[config.mk]
export PLATFORM = sky130hd
export DESIGN_NAME = alu_arbiter_flat
export DESIGN_NICKNAME = d
export VERILOG_FILES = /design/src/rtl/alu_arbiter_if.sv /design/src/rtl/alu_arbiter.sv /design/src/flat_wrapper.sv
export SDC_FILE = /design/constraint.sdc
export NUM_CORES = 1
export LEC_CHECK = 0
export ABC_CLOCK_PERIOD_IN_PS = 1380
export CAP_MARGIN = 5
export CORE_ASPECT_RATIO = 2
export CORE_MARGIN = 3
export CORE_UTILIZATION = 36
export DETAILED_ROUTE_END_ITERATION = 8
export MAX_ROUTING_LAYER = met4
export PLACE_DENSITY = 0.84
export SKIP_CTS_REPAIR_TIMING = 1
export SLEW_MARGIN = 20
export SYNTH_ARGS = -nofsm -noshare
export SYNTH_HDL_FRONTEND = slang
export SYNTH_SLANG_ARGS = --single-unit
[constraint.sdc]
create_clock -name clk -period 1.38 [get_ports clk]
set_input_delay 0.138 -clock clk [delete_from_list [all_inputs] [get_ports clk]]
set_output_delay 0.138 -clock clk [all_outputs]
set_load 0.05 [all_outputs]
[src/rtl/alu_arbiter_if.sv]
// alu_arbiter_if: requester, response and ALU-side signals of the shared ALU arbiter.
// slave is the arbiter's view; master is the surrounding requesters plus ALU.
interface alu_arbiter_if #(
    parameter int DATA_WIDTH     = 32,
    parameter int ALU_CTRL_WIDTH = 4
);
    logic                      Req0Valid;
    logic                      Req0Ready;
    logic [DATA_WIDTH-1:0]     Req0SrcA;
    logic [DATA_WIDTH-1:0]     Req0SrcB;
    logic [ALU_CTRL_WIDTH-1:0] Req0Ctrl;
    logic [DATA_WIDTH-1:0]     Req0PC;

    logic                      Req1Valid;
    logic                      Req1Ready;
    logic [DATA_WIDTH-1:0]     Req1SrcA;
    logic [DATA_WIDTH-1:0]     Req1SrcB;
    logic [ALU_CTRL_WIDTH-1:0] Req1Ctrl;
    logic [DATA_WIDTH-1:0]     Req1PC;

    logic                      Resp0Valid;
    logic                      Resp0Ready;
    logic                      Resp1Valid;
    logic                      Resp1Ready;
    logic [DATA_WIDTH-1:0]     RespResult;
    logic                      RespZero;

    logic [DATA_WIDTH-1:0]     AluSrcA;
    logic [DATA_WIDTH-1:0]     AluSrcB;
    logic [ALU_CTRL_WIDTH-1:0] AluCtrl;
    logic [DATA_WIDTH-1:0]     AluPC;
    logic [DATA_WIDTH-1:0]     AluResult;
    logic                      AluZero;

    logic                      Busy;

    modport slave (
        input  Req0Valid, Req0SrcA, Req0SrcB, Req0Ctrl, Req0PC,
        output Req0Ready,
        input  Req1Valid, Req1SrcA, Req1SrcB, Req1Ctrl, Req1PC,
        output Req1Ready,
        output Resp0Valid, Resp1Valid, RespResult, RespZero,
        input  Resp0Ready, Resp1Ready,
        output AluSrcA, AluSrcB, AluCtrl, AluPC,
        input  AluResult, AluZero,
        output Busy
    );

    modport master (
        output Req0Valid, Req0SrcA, Req0SrcB, Req0Ctrl, Req0PC,
        input  Req0Ready,
        output Req1Valid, Req1SrcA, Req1SrcB, Req1Ctrl, Req1PC,
        input  Req1Ready,
        input  Resp0Valid, Resp1Valid, RespResult, RespZero,
        output Resp0Ready, Resp1Ready,
        input  AluSrcA, AluSrcB, AluCtrl, AluPC,
        output AluResult, AluZero,
        input  Busy
    );
endinterface

[src/rtl/alu_arbiter.sv]
// alu_arbiter: round-robin sharing of one combinational ALU between two requesters.
// One operation in flight: IDLE (grant) -> EXEC (ALU settles) -> RESP (return result).
module alu_arbiter #(
    parameter int DATA_WIDTH     = 32,
    parameter int ALU_CTRL_WIDTH = 4
) (
    input logic         clk,
    input logic         rst_n,
    alu_arbiter_if.slave bus
);

    typedef enum logic [1:0] {
        IDLE = 2'd0,
        EXEC = 2'd1,
        RESP = 2'd2
    } state_t;

    state_t state_q;
    state_t state_d;

    logic last_q;
    logic owner_q;

    logic grant0;
    logic grant1;
    logic accept;
    logic resp_hs;

    logic [DATA_WIDTH-1:0]     src_a_q;
    logic [DATA_WIDTH-1:0]     src_b_q;
    logic [ALU_CTRL_WIDTH-1:0] ctrl_q;
    logic [DATA_WIDTH-1:0]     pc_q;
    logic [DATA_WIDTH-1:0]     res_q;
    logic                      zero_q;

    logic [DATA_WIDTH-1:0]     sel_a;
    logic [DATA_WIDTH-1:0]     sel_b;
    logic [ALU_CTRL_WIDTH-1:0] sel_ctrl;
    logic [DATA_WIDTH-1:0]     sel_pc;

    // On a tie the requester that did not win last time goes first.
    always_comb begin
        grant0 = 1'b0;
        grant1 = 1'b0;
        if (state_q == IDLE) begin
            unique case ({bus.Req1Valid, bus.Req0Valid})
                2'b01: grant0 = 1'b1;
                2'b10: grant1 = 1'b1;
                2'b11: begin
                    grant0 = last_q;
                    grant1 = !last_q;
                end
                default: ;
            endcase
        end
    end

    assign accept  = grant0 | grant1;
    assign resp_hs = (state_q == RESP) &&
                     (owner_q ? bus.Resp1Ready : bus.Resp0Ready);

    always_comb begin
        sel_a    = bus.Req0SrcA;
        sel_b    = bus.Req0SrcB;
        sel_ctrl = bus.Req0Ctrl;
        sel_pc   = bus.Req0PC;
        if (grant1) begin
            sel_a    = bus.Req1SrcA;
            sel_b    = bus.Req1SrcB;
            sel_ctrl = bus.Req1Ctrl;
            sel_pc   = bus.Req1PC;
        end
    end

    always_comb begin
        state_d = state_q;
        unique case (state_q)
            IDLE:    if (accept) state_d = EXEC;
            EXEC:    state_d = RESP;
            RESP:    if (resp_hs) state_d = IDLE;
            default: state_d = IDLE;
        endcase
    end

    always_ff @(posedge clk or negedge rst_n) begin
        if (!rst_n) begin
            state_q <= IDLE;
            last_q  <= 1'b1;
            owner_q <= 1'b0;
            src_a_q <= '0;
            src_b_q <= '0;
            ctrl_q  <= '0;
            pc_q    <= '0;
            res_q   <= '0;
            zero_q  <= 1'b0;
        end else begin
            state_q <= state_d;
            if (accept) begin
                src_a_q <= sel_a;
                src_b_q <= sel_b;
                ctrl_q  <= sel_ctrl;
                pc_q    <= sel_pc;
                owner_q <= grant1;
                last_q  <= grant1;
            end
            if (state_q == EXEC) begin
                res_q  <= bus.AluResult;
                zero_q <= bus.AluZero;
            end
        end
    end

    // rst_n gating keeps handshakes quiet even with Valid held during reset.
    assign bus.Req0Ready  = rst_n & grant0;
    assign bus.Req1Ready  = rst_n & grant1;
    assign bus.Resp0Valid = rst_n & (state_q == RESP) & !owner_q;
    assign bus.Resp1Valid = rst_n & (state_q == RESP) & owner_q;
    assign bus.RespResult = res_q;
    assign bus.RespZero   = zero_q;
    assign bus.AluSrcA    = src_a_q;
    assign bus.AluSrcB    = src_b_q;
    assign bus.AluCtrl    = ctrl_q;
    assign bus.AluPC      = pc_q;
    assign bus.Busy       = rst_n & (state_q != IDLE);

endmodule
[src/flat_wrapper.sv]
// flat-port wrapper written by rule: the top's interface ports become plain ports
module alu_arbiter_flat 
#(
    parameter int DATA_WIDTH     = 32,
    parameter int ALU_CTRL_WIDTH = 4
)
  (clk, rst_n, bus_Req0Valid, bus_Req0SrcA, bus_Req0SrcB, bus_Req0Ctrl, bus_Req0PC, bus_Req0Ready, bus_Req1Valid, bus_Req1SrcA, bus_Req1SrcB, bus_Req1Ctrl, bus_Req1PC, bus_Req1Ready, bus_Resp0Valid, bus_Resp1Valid, bus_RespResult, bus_RespZero, bus_Resp0Ready, bus_Resp1Ready, bus_AluSrcA, bus_AluSrcB, bus_AluCtrl, bus_AluPC, bus_AluResult, bus_AluZero, bus_Busy);
  alu_arbiter_if #(.DATA_WIDTH(DATA_WIDTH), .ALU_CTRL_WIDTH(ALU_CTRL_WIDTH)) bus_i ();
  input logic clk;
  input logic rst_n;
  input wire logic [$bits(bus_i.Req0Valid)-1:0] bus_Req0Valid;
  input wire logic [$bits(bus_i.Req0SrcA)-1:0] bus_Req0SrcA;
  input wire logic [$bits(bus_i.Req0SrcB)-1:0] bus_Req0SrcB;
  input wire logic [$bits(bus_i.Req0Ctrl)-1:0] bus_Req0Ctrl;
  input wire logic [$bits(bus_i.Req0PC)-1:0] bus_Req0PC;
  output wire logic [$bits(bus_i.Req0Ready)-1:0] bus_Req0Ready;
  input wire logic [$bits(bus_i.Req1Valid)-1:0] bus_Req1Valid;
  input wire logic [$bits(bus_i.Req1SrcA)-1:0] bus_Req1SrcA;
  input wire logic [$bits(bus_i.Req1SrcB)-1:0] bus_Req1SrcB;
  input wire logic [$bits(bus_i.Req1Ctrl)-1:0] bus_Req1Ctrl;
  input wire logic [$bits(bus_i.Req1PC)-1:0] bus_Req1PC;
  output wire logic [$bits(bus_i.Req1Ready)-1:0] bus_Req1Ready;
  output wire logic [$bits(bus_i.Resp0Valid)-1:0] bus_Resp0Valid;
  output wire logic [$bits(bus_i.Resp1Valid)-1:0] bus_Resp1Valid;
  output wire logic [$bits(bus_i.RespResult)-1:0] bus_RespResult;
  output wire logic [$bits(bus_i.RespZero)-1:0] bus_RespZero;
  input wire logic [$bits(bus_i.Resp0Ready)-1:0] bus_Resp0Ready;
  input wire logic [$bits(bus_i.Resp1Ready)-1:0] bus_Resp1Ready;
  output wire logic [$bits(bus_i.AluSrcA)-1:0] bus_AluSrcA;
  output wire logic [$bits(bus_i.AluSrcB)-1:0] bus_AluSrcB;
  output wire logic [$bits(bus_i.AluCtrl)-1:0] bus_AluCtrl;
  output wire logic [$bits(bus_i.AluPC)-1:0] bus_AluPC;
  input wire logic [$bits(bus_i.AluResult)-1:0] bus_AluResult;
  input wire logic [$bits(bus_i.AluZero)-1:0] bus_AluZero;
  output wire logic [$bits(bus_i.Busy)-1:0] bus_Busy;
  assign bus_i.Req0Valid = bus_Req0Valid;
  assign bus_i.Req0SrcA = bus_Req0SrcA;
  assign bus_i.Req0SrcB = bus_Req0SrcB;
  assign bus_i.Req0Ctrl = bus_Req0Ctrl;
  assign bus_i.Req0PC = bus_Req0PC;
  assign bus_Req0Ready = bus_i.Req0Ready;
  assign bus_i.Req1Valid = bus_Req1Valid;
  assign bus_i.Req1SrcA = bus_Req1SrcA;
  assign bus_i.Req1SrcB = bus_Req1SrcB;
  assign bus_i.Req1Ctrl = bus_Req1Ctrl;
  assign bus_i.Req1PC = bus_Req1PC;
  assign bus_Req1Ready = bus_i.Req1Ready;
  assign bus_Resp0Valid = bus_i.Resp0Valid;
  assign bus_Resp1Valid = bus_i.Resp1Valid;
  assign bus_RespResult = bus_i.RespResult;
  assign bus_RespZero = bus_i.RespZero;
  assign bus_i.Resp0Ready = bus_Resp0Ready;
  assign bus_i.Resp1Ready = bus_Resp1Ready;
  assign bus_AluSrcA = bus_i.AluSrcA;
  assign bus_AluSrcB = bus_i.AluSrcB;
  assign bus_AluCtrl = bus_i.AluCtrl;
  assign bus_AluPC = bus_i.AluPC;
  assign bus_i.AluResult = bus_AluResult;
  assign bus_i.AluZero = bus_AluZero;
  assign bus_Busy = bus_i.Busy;
  alu_arbiter #(.DATA_WIDTH(DATA_WIDTH), .ALU_CTRL_WIDTH(ALU_CTRL_WIDTH)) u_core (.clk(clk), .rst_n(rst_n), .bus(bus_i));
endmodule
==> results.yml, run 1 <==
synth:
  synth_top_flop_cell: "dfrtp_1"
  synthArstFlopShare: 1.00
  ys_types: 27
  synth_top_area_share: 0.468
  ys_seq_area_frac: 0.471
  syn_avg_cell_area_um2: 10.6
  synth_area_leaders: "dfrtp_1, o2111ai_1, nand3b_1, and3_1, o21ai_0"
  ys_seq_elements: 137
  synthesis.area_mm2: 0.00728
  synth_edf_count: 0
  yosysMostFrequentCell: "dfrtp_1"
  yosysWarningCount: 0
  synth_cells: 684
  yosysTopAreaCell: "dfrtp_1"
  syn_nets: 923
  synthTopCellsByCount: "dfrtp_1, and3_1, nand3b_1, o2111ai_1, o21ai_0"
detailed_routing:
  drt_iter0_markers: 659
  post_drt_wl_per_cell_um: 25.1
  vias_per_cell: 5.91
  vias: 7946
  post-route-drc-count: 0
  wl_um: 33700
  ant_nets: 0
  firstDrtPassIters: 7
placement:
  place_congestion: 0.984
  place_area_mm2: 0.0125
  pre_cts_ws_ns: -0.279
  dp_hpwl_um: 22100
  placedCellCount: 1277
  portBuffers: 376
sta:
  hold_viol_final: 0
  setup_viol_count_final: 111
  fin_crit_sh: 1.30
  rsz0062_at_grt: "true"
  worst_slew_pin_slew_ns: 0.655
  relSlewSlack: 0.562
  finalCriticalPeriod_ns: 1.80
  fin_ws_ns: -0.419
  fmax_mhz: 556
  fin_hold_ws_ns: 0.0926
  slew_violations: 0
  setup_tns_ns: -20.05
  finClkSkew_ns: 0.0126
clock_network:
  cts_tree: "done"
  clock_path_buffers: 2
  root_buffer: "clkbuf_16"
  clock_latency_ns: 0.44
  h-tree-depth: 4
  cts_buffers: 17
  cts.sinks: 137
  cts.clk_slew.worst_paths_ns: 0.06
power_and_ir_drop:
  p_total_mw: 37.9
  leakagePower_nw: 6.03
  ir_worst_vdd_mv: 1.79
  power_density_mw_per_mm2: 2730
floorplan:
  ios: 377
  dieWidth_um: 107
  die_h_um: 207
  start_util: 0.365
  core-area_mm2: 0.0199
  num_rows: 73
  dieArea_mm2: 0.0221
grt:
  first_global_vias: 7797
  gr-total-overflow: 0
  grt_max_degree: 61
  track_usage: 0.281
  grt_pass1_wl_um: 46100
  antenna_found_initial: 4
setup_path:
  cp_max_fo: 5
  cp.required_ns: 1.24
  worst-setup-path-type: "flip-flop to primary output"
  worst_ep_arrival_time_ns: 1.66
  end_kind: "primary output"
  reg2reg_slack_ns: -0.31
  cp-start-kind: "flip-flop"
layout:
  drive_gt1_frac: 0.306
  fin_area_mm2: 0.0139
  area_delta_synth_final_pct: 91.2
  nNetsFinal: 1305
  stdcell_count: 1345
  final_util: 0.699
job:
  drv_cap: 0
worst_hold_path:
  min-delay-path-class: "primary input to flip-flop"
status:
  failed_checks: "negative setup slack"
  outcome: "finished, violations left"
-- cell families (layout without fill, tap and decap cells) --
logic type,after synthesis,in the layout,share of synthesized area
multiplexers,34,34,0.0597
buffers and inverters,93,488,0.0743
AND/OR/NAND/NOR,217,217,0.202
flip-flops,137,137,0.471
other,0,4,0
AO/OA/AOI/OAI,203,203,0.192
-- state kept, by name, indices dropped and copies added, names as in the netlist --
signal and count:
u_core.bus.AluSrcB 32, u_core.bus.RespZero 1, u_core.bus.AluCtrl 4, u_core.bus.AluPC 32, u_core.bus.RespResult 32, u_core.last_q 1, u_core.bus.AluSrcA 32, u_core.owner_q 1
u_core.state_q 2
-- where the power goes --
| group | internal, mW | switching (mW) | total, mW |
|---|---|---|---|
| Sequential | 6.06 | 2.19 | 8.25 |
| Clock | 2.80 | 1.88 | 4.67 |
| Combinational | 11.7 | 13.3 | 25.0 |
-- per-layer routing --
layer | vias up | wire [um] | track usage
met5 | - | 0 | -
met4 | 0 | 2230 | 0.158
met3 | 140 | 2150 | 0.0592
met2 | 503 | 17500 | 0.465
met1 | 3867 | 11900 | 0.311
li1 | 3436 | - | -
-- critical path, cell delays in order (launching register included) --
cell and delay, ns:
dfrtp_2 0.45, nor3b_4 0.31, buf_12 0.14, and3_4 0.18, buf_8 0.14
-- path summary, 6_finish.rpt --
check,start,endpoint,depth (start not counted)
worst min-delay path,bus_Req0Valid,u_core.bus.AluSrcA[30],3
min in group asynchronous,rst_n,u_core.state_q[1],2
worst max register to register,u_core.state_q[0],u_core.bus.AluSrcB[13],7
max in group asynchronous,rst_n,u_core.last_q,3
worst max-delay path,u_core.state_q[0],bus_Req1Ready,4
worst min register to register,u_core.bus.RespResult[14],u_core.bus.RespResult[14],1
-- cell type report --
type,count,area (um^2)
Tap cell,262,328
Sequential cell,137,3440
Antenna cell,4,10.0
Clock buffer,21,470
Fill cell,1332,6000
Clock inverter,11,120
Multi-Input combinational cell,454,3570
Timing Repair Buffer,455,5980
Inverter,1,5.00
-- cell usage in the layout, fill, tap and decap left out, types with 2 or more instances in the layout --
cell             synthesis  final
clkdlybuf4s50_1          0    236
dfrtp_1                136    134
buf_12                   0    132
nand3b_1               100    100
o2111ai_1              100     99
and3_1                 102     84
buf_4                    1     58
o21ai_1                 46     48
o21ai_0                 55     33
clkbuf_16                0     28
mux2_4                  14     20
and3_4                   0     18
o21ai_2                  0     16
mux2_2                   9      9
buf_6                   11      8
buf_8                    7      7
clkinv_2                 0      5
diode_2                  0      4
nand2_1                  5      4
o21ai_4                  0      4
mux2_1                  10      4
nor2_4                   0      3
clkbuf_8                 0      3
clkinvlp_4               0      3
bufinv_16                0      2
buf_16                   0      2
dfrtp_2                  0      2
Note: power is estimated with default switching activity, not from simulation.
==> run 2: changes to the inputs <==
Settings changed: CAP_MARGIN 5 to not set, SETUP_SLACK_MARGIN set to 0.2.
==> run 2 against run 1 <==
- clock power fell by 2%
- wire length increased by 6.4%
- combinational power is 7% higher
- the run still ends with negative setup slack left
- power is 4.5% higher
==> results.yml, run 2 (same netlist as run 1, synthesis figures left out) <==
grt:
  grt_pass1_wl_um: 45300
  first_global_vias: 7766
  antenna_found_initial: 4
  grt_max_degree: 81
  track_usage: 0.273
  gr-total-overflow: 0
clock_network:
  root_buffer: "clkbuf_16"
  clock_path_buffers: 2
  clock_latency_ns: 0.44
  cts_tree: "done"
  h-tree-depth: 4
  cts.sinks: 137
  cts_buffers: 17
  cts.clk_slew.worst_paths_ns: 0.06
setup_path:
  cp-start-kind: "flip-flop"
  reg2reg_slack_ns: -0.33
  path_cells: "nor3b_4, buf_12, and3_4, buf_8"
  end_kind: "primary output"
  worst-setup-path-type: "flip-flop to primary output"
  cpPeakStageDelay_ns: 0.44
  cp_max_fo: 5
  cp.required_ns: 1.24
  cp_top_family: "simple AND/OR/NAND/NOR gates"
  cp.buffers_inverters: 2
  cp_slowest_cell: "dfrtp_2"
  worst_ep_arrival_time_ns: 1.64
detailed_routing:
  firstDrtPassIters: 5
  wl_um: 35900
  ant_nets: 0
  post-route-drc-count: 0
  vias: 8220
  post_drt_wl_per_cell_um: 26.1
  drt_iter0_markers: 509
  vias_per_cell: 5.98
status:
  failed_checks: "negative setup slack"
  outcome: "finished, violations left"
sta:
  fin_ws_ns: -0.398
  setup_viol_count_final: 128
  finalCriticalPeriod_ns: 1.78
  fmax_mhz: 562
  fin_crit_sh: 1.29
  worst_slew_pin_slew_ns: 0.658
  finClkSkew_ns: 0.0137
  rsz0062_at_grt: "true"
  hold_viol_final: 0
  slew_violations: 0
  relSlewSlack: 0.561
layout:
  fillCellCount: 1300
  area_delta_synth_final_pct: 97.0
  final_util: 0.720
  drive_gt1_frac: 0.361
  nNetsFinal: 1334
  fin_area_mm2: 0.0143
  final_cell_mix: "clkdlybuf4s50_1, dfrtp_1, buf_12"
  layout_commonest_cell: "clkdlybuf4s50_1"
power_and_ir_drop:
  leakagePower_nw: 6.23
  ir_worst_vdd_mv: 1.50
  p_total_mw: 39.7
  power_density_mw_per_mm2: 2770
floorplan:
  die_h_um: 207
  dieWidth_um: 107
  num_rows: 73
  start_util: 0.365
  core-area_mm2: 0.0199
  ios: 377
  dieArea_mm2: 0.0221
placement:
  place_area_mm2: 0.0123
  place_congestion: 0.863
  portBuffers: 376
  pre_cts_ws_ns: -0.284
  dp_hpwl_um: 20700
job:
  drv_cap: 0
worst_hold_path:
  min-delay-path-class: "primary input to flip-flop"
## run 2: where the power goes
part           total, mW  switching (mW)  internal [mW]  leakage [nW]
logic               26.8            14.2           12.6          4.29
clock network       4.58            1.78           2.80         0.281
registers           8.29            2.22           6.08          1.66
## run 2: routing by layer
| metal | track usage | routed length (um) | vias up |
|---|---|---|---|
| met4 | 0.165 | 2510 | 0 |
| met5 | - | 0 | - |
| met3 | 0.0499 | 2630 | 158 |
| met1 | 0.316 | 12300 | 4033 |
| met2 | 0.437 | 18400 | 530 |
| li1 | - | - | 3499 |
## run 2: worst min-delay path: cells and delay by family
family	cells	cell delay, ns
buffers and inverters	1	0.16
AOI/OAI and AO/OA	1	0.15
and+or+nand+nor	1	0.14
## run 2: path summary, 6_finish.rpt
kind / endpoint / depth (start not counted) / start
hold reg to reg: u_core.bus.RespResult[15] / 1 / u_core.bus.RespResult[15]
setup / recovery: bus_Req1Ready / 4 / u_core.state_q[0]
hold / removal: u_core.owner_q / 3 / bus_Req0Valid
min in group asynchronous: u_core.bus.AluSrcA[11] / 2 / rst_n
max in group asynchronous: u_core.bus.AluSrcB[1] / 3 / rst_n
setup reg to reg: u_core.bus.AluPC[16] / 7 / u_core.state_q[0]
## run 2: cell type report
class	instances	area, um^2	area share
clock inverters	7	91.3	0.00637
well taps	262	328	0.0229
repair buffers	484	6260	0.437
diodes	4	10.0	0.000698
multi-input cells	454	3710	0.259
inverters	1	5.00	0.000349
flip-flops and latches	137	3440	0.240
clock buffers	25	485	0.0339
## run 2: stage by stage
stage	hold slack [ns]	setup TNS [ns]	instances
after floorplan	-0.158	0	684
after CTS	-0.501	-6.76	1297
after global routing	0.212	-29.66	1373
after detailed placement	-0.0356	-24.27	1265
final	0.186	-24.85	1374
after global placement	-0.0366	-18.25	1265
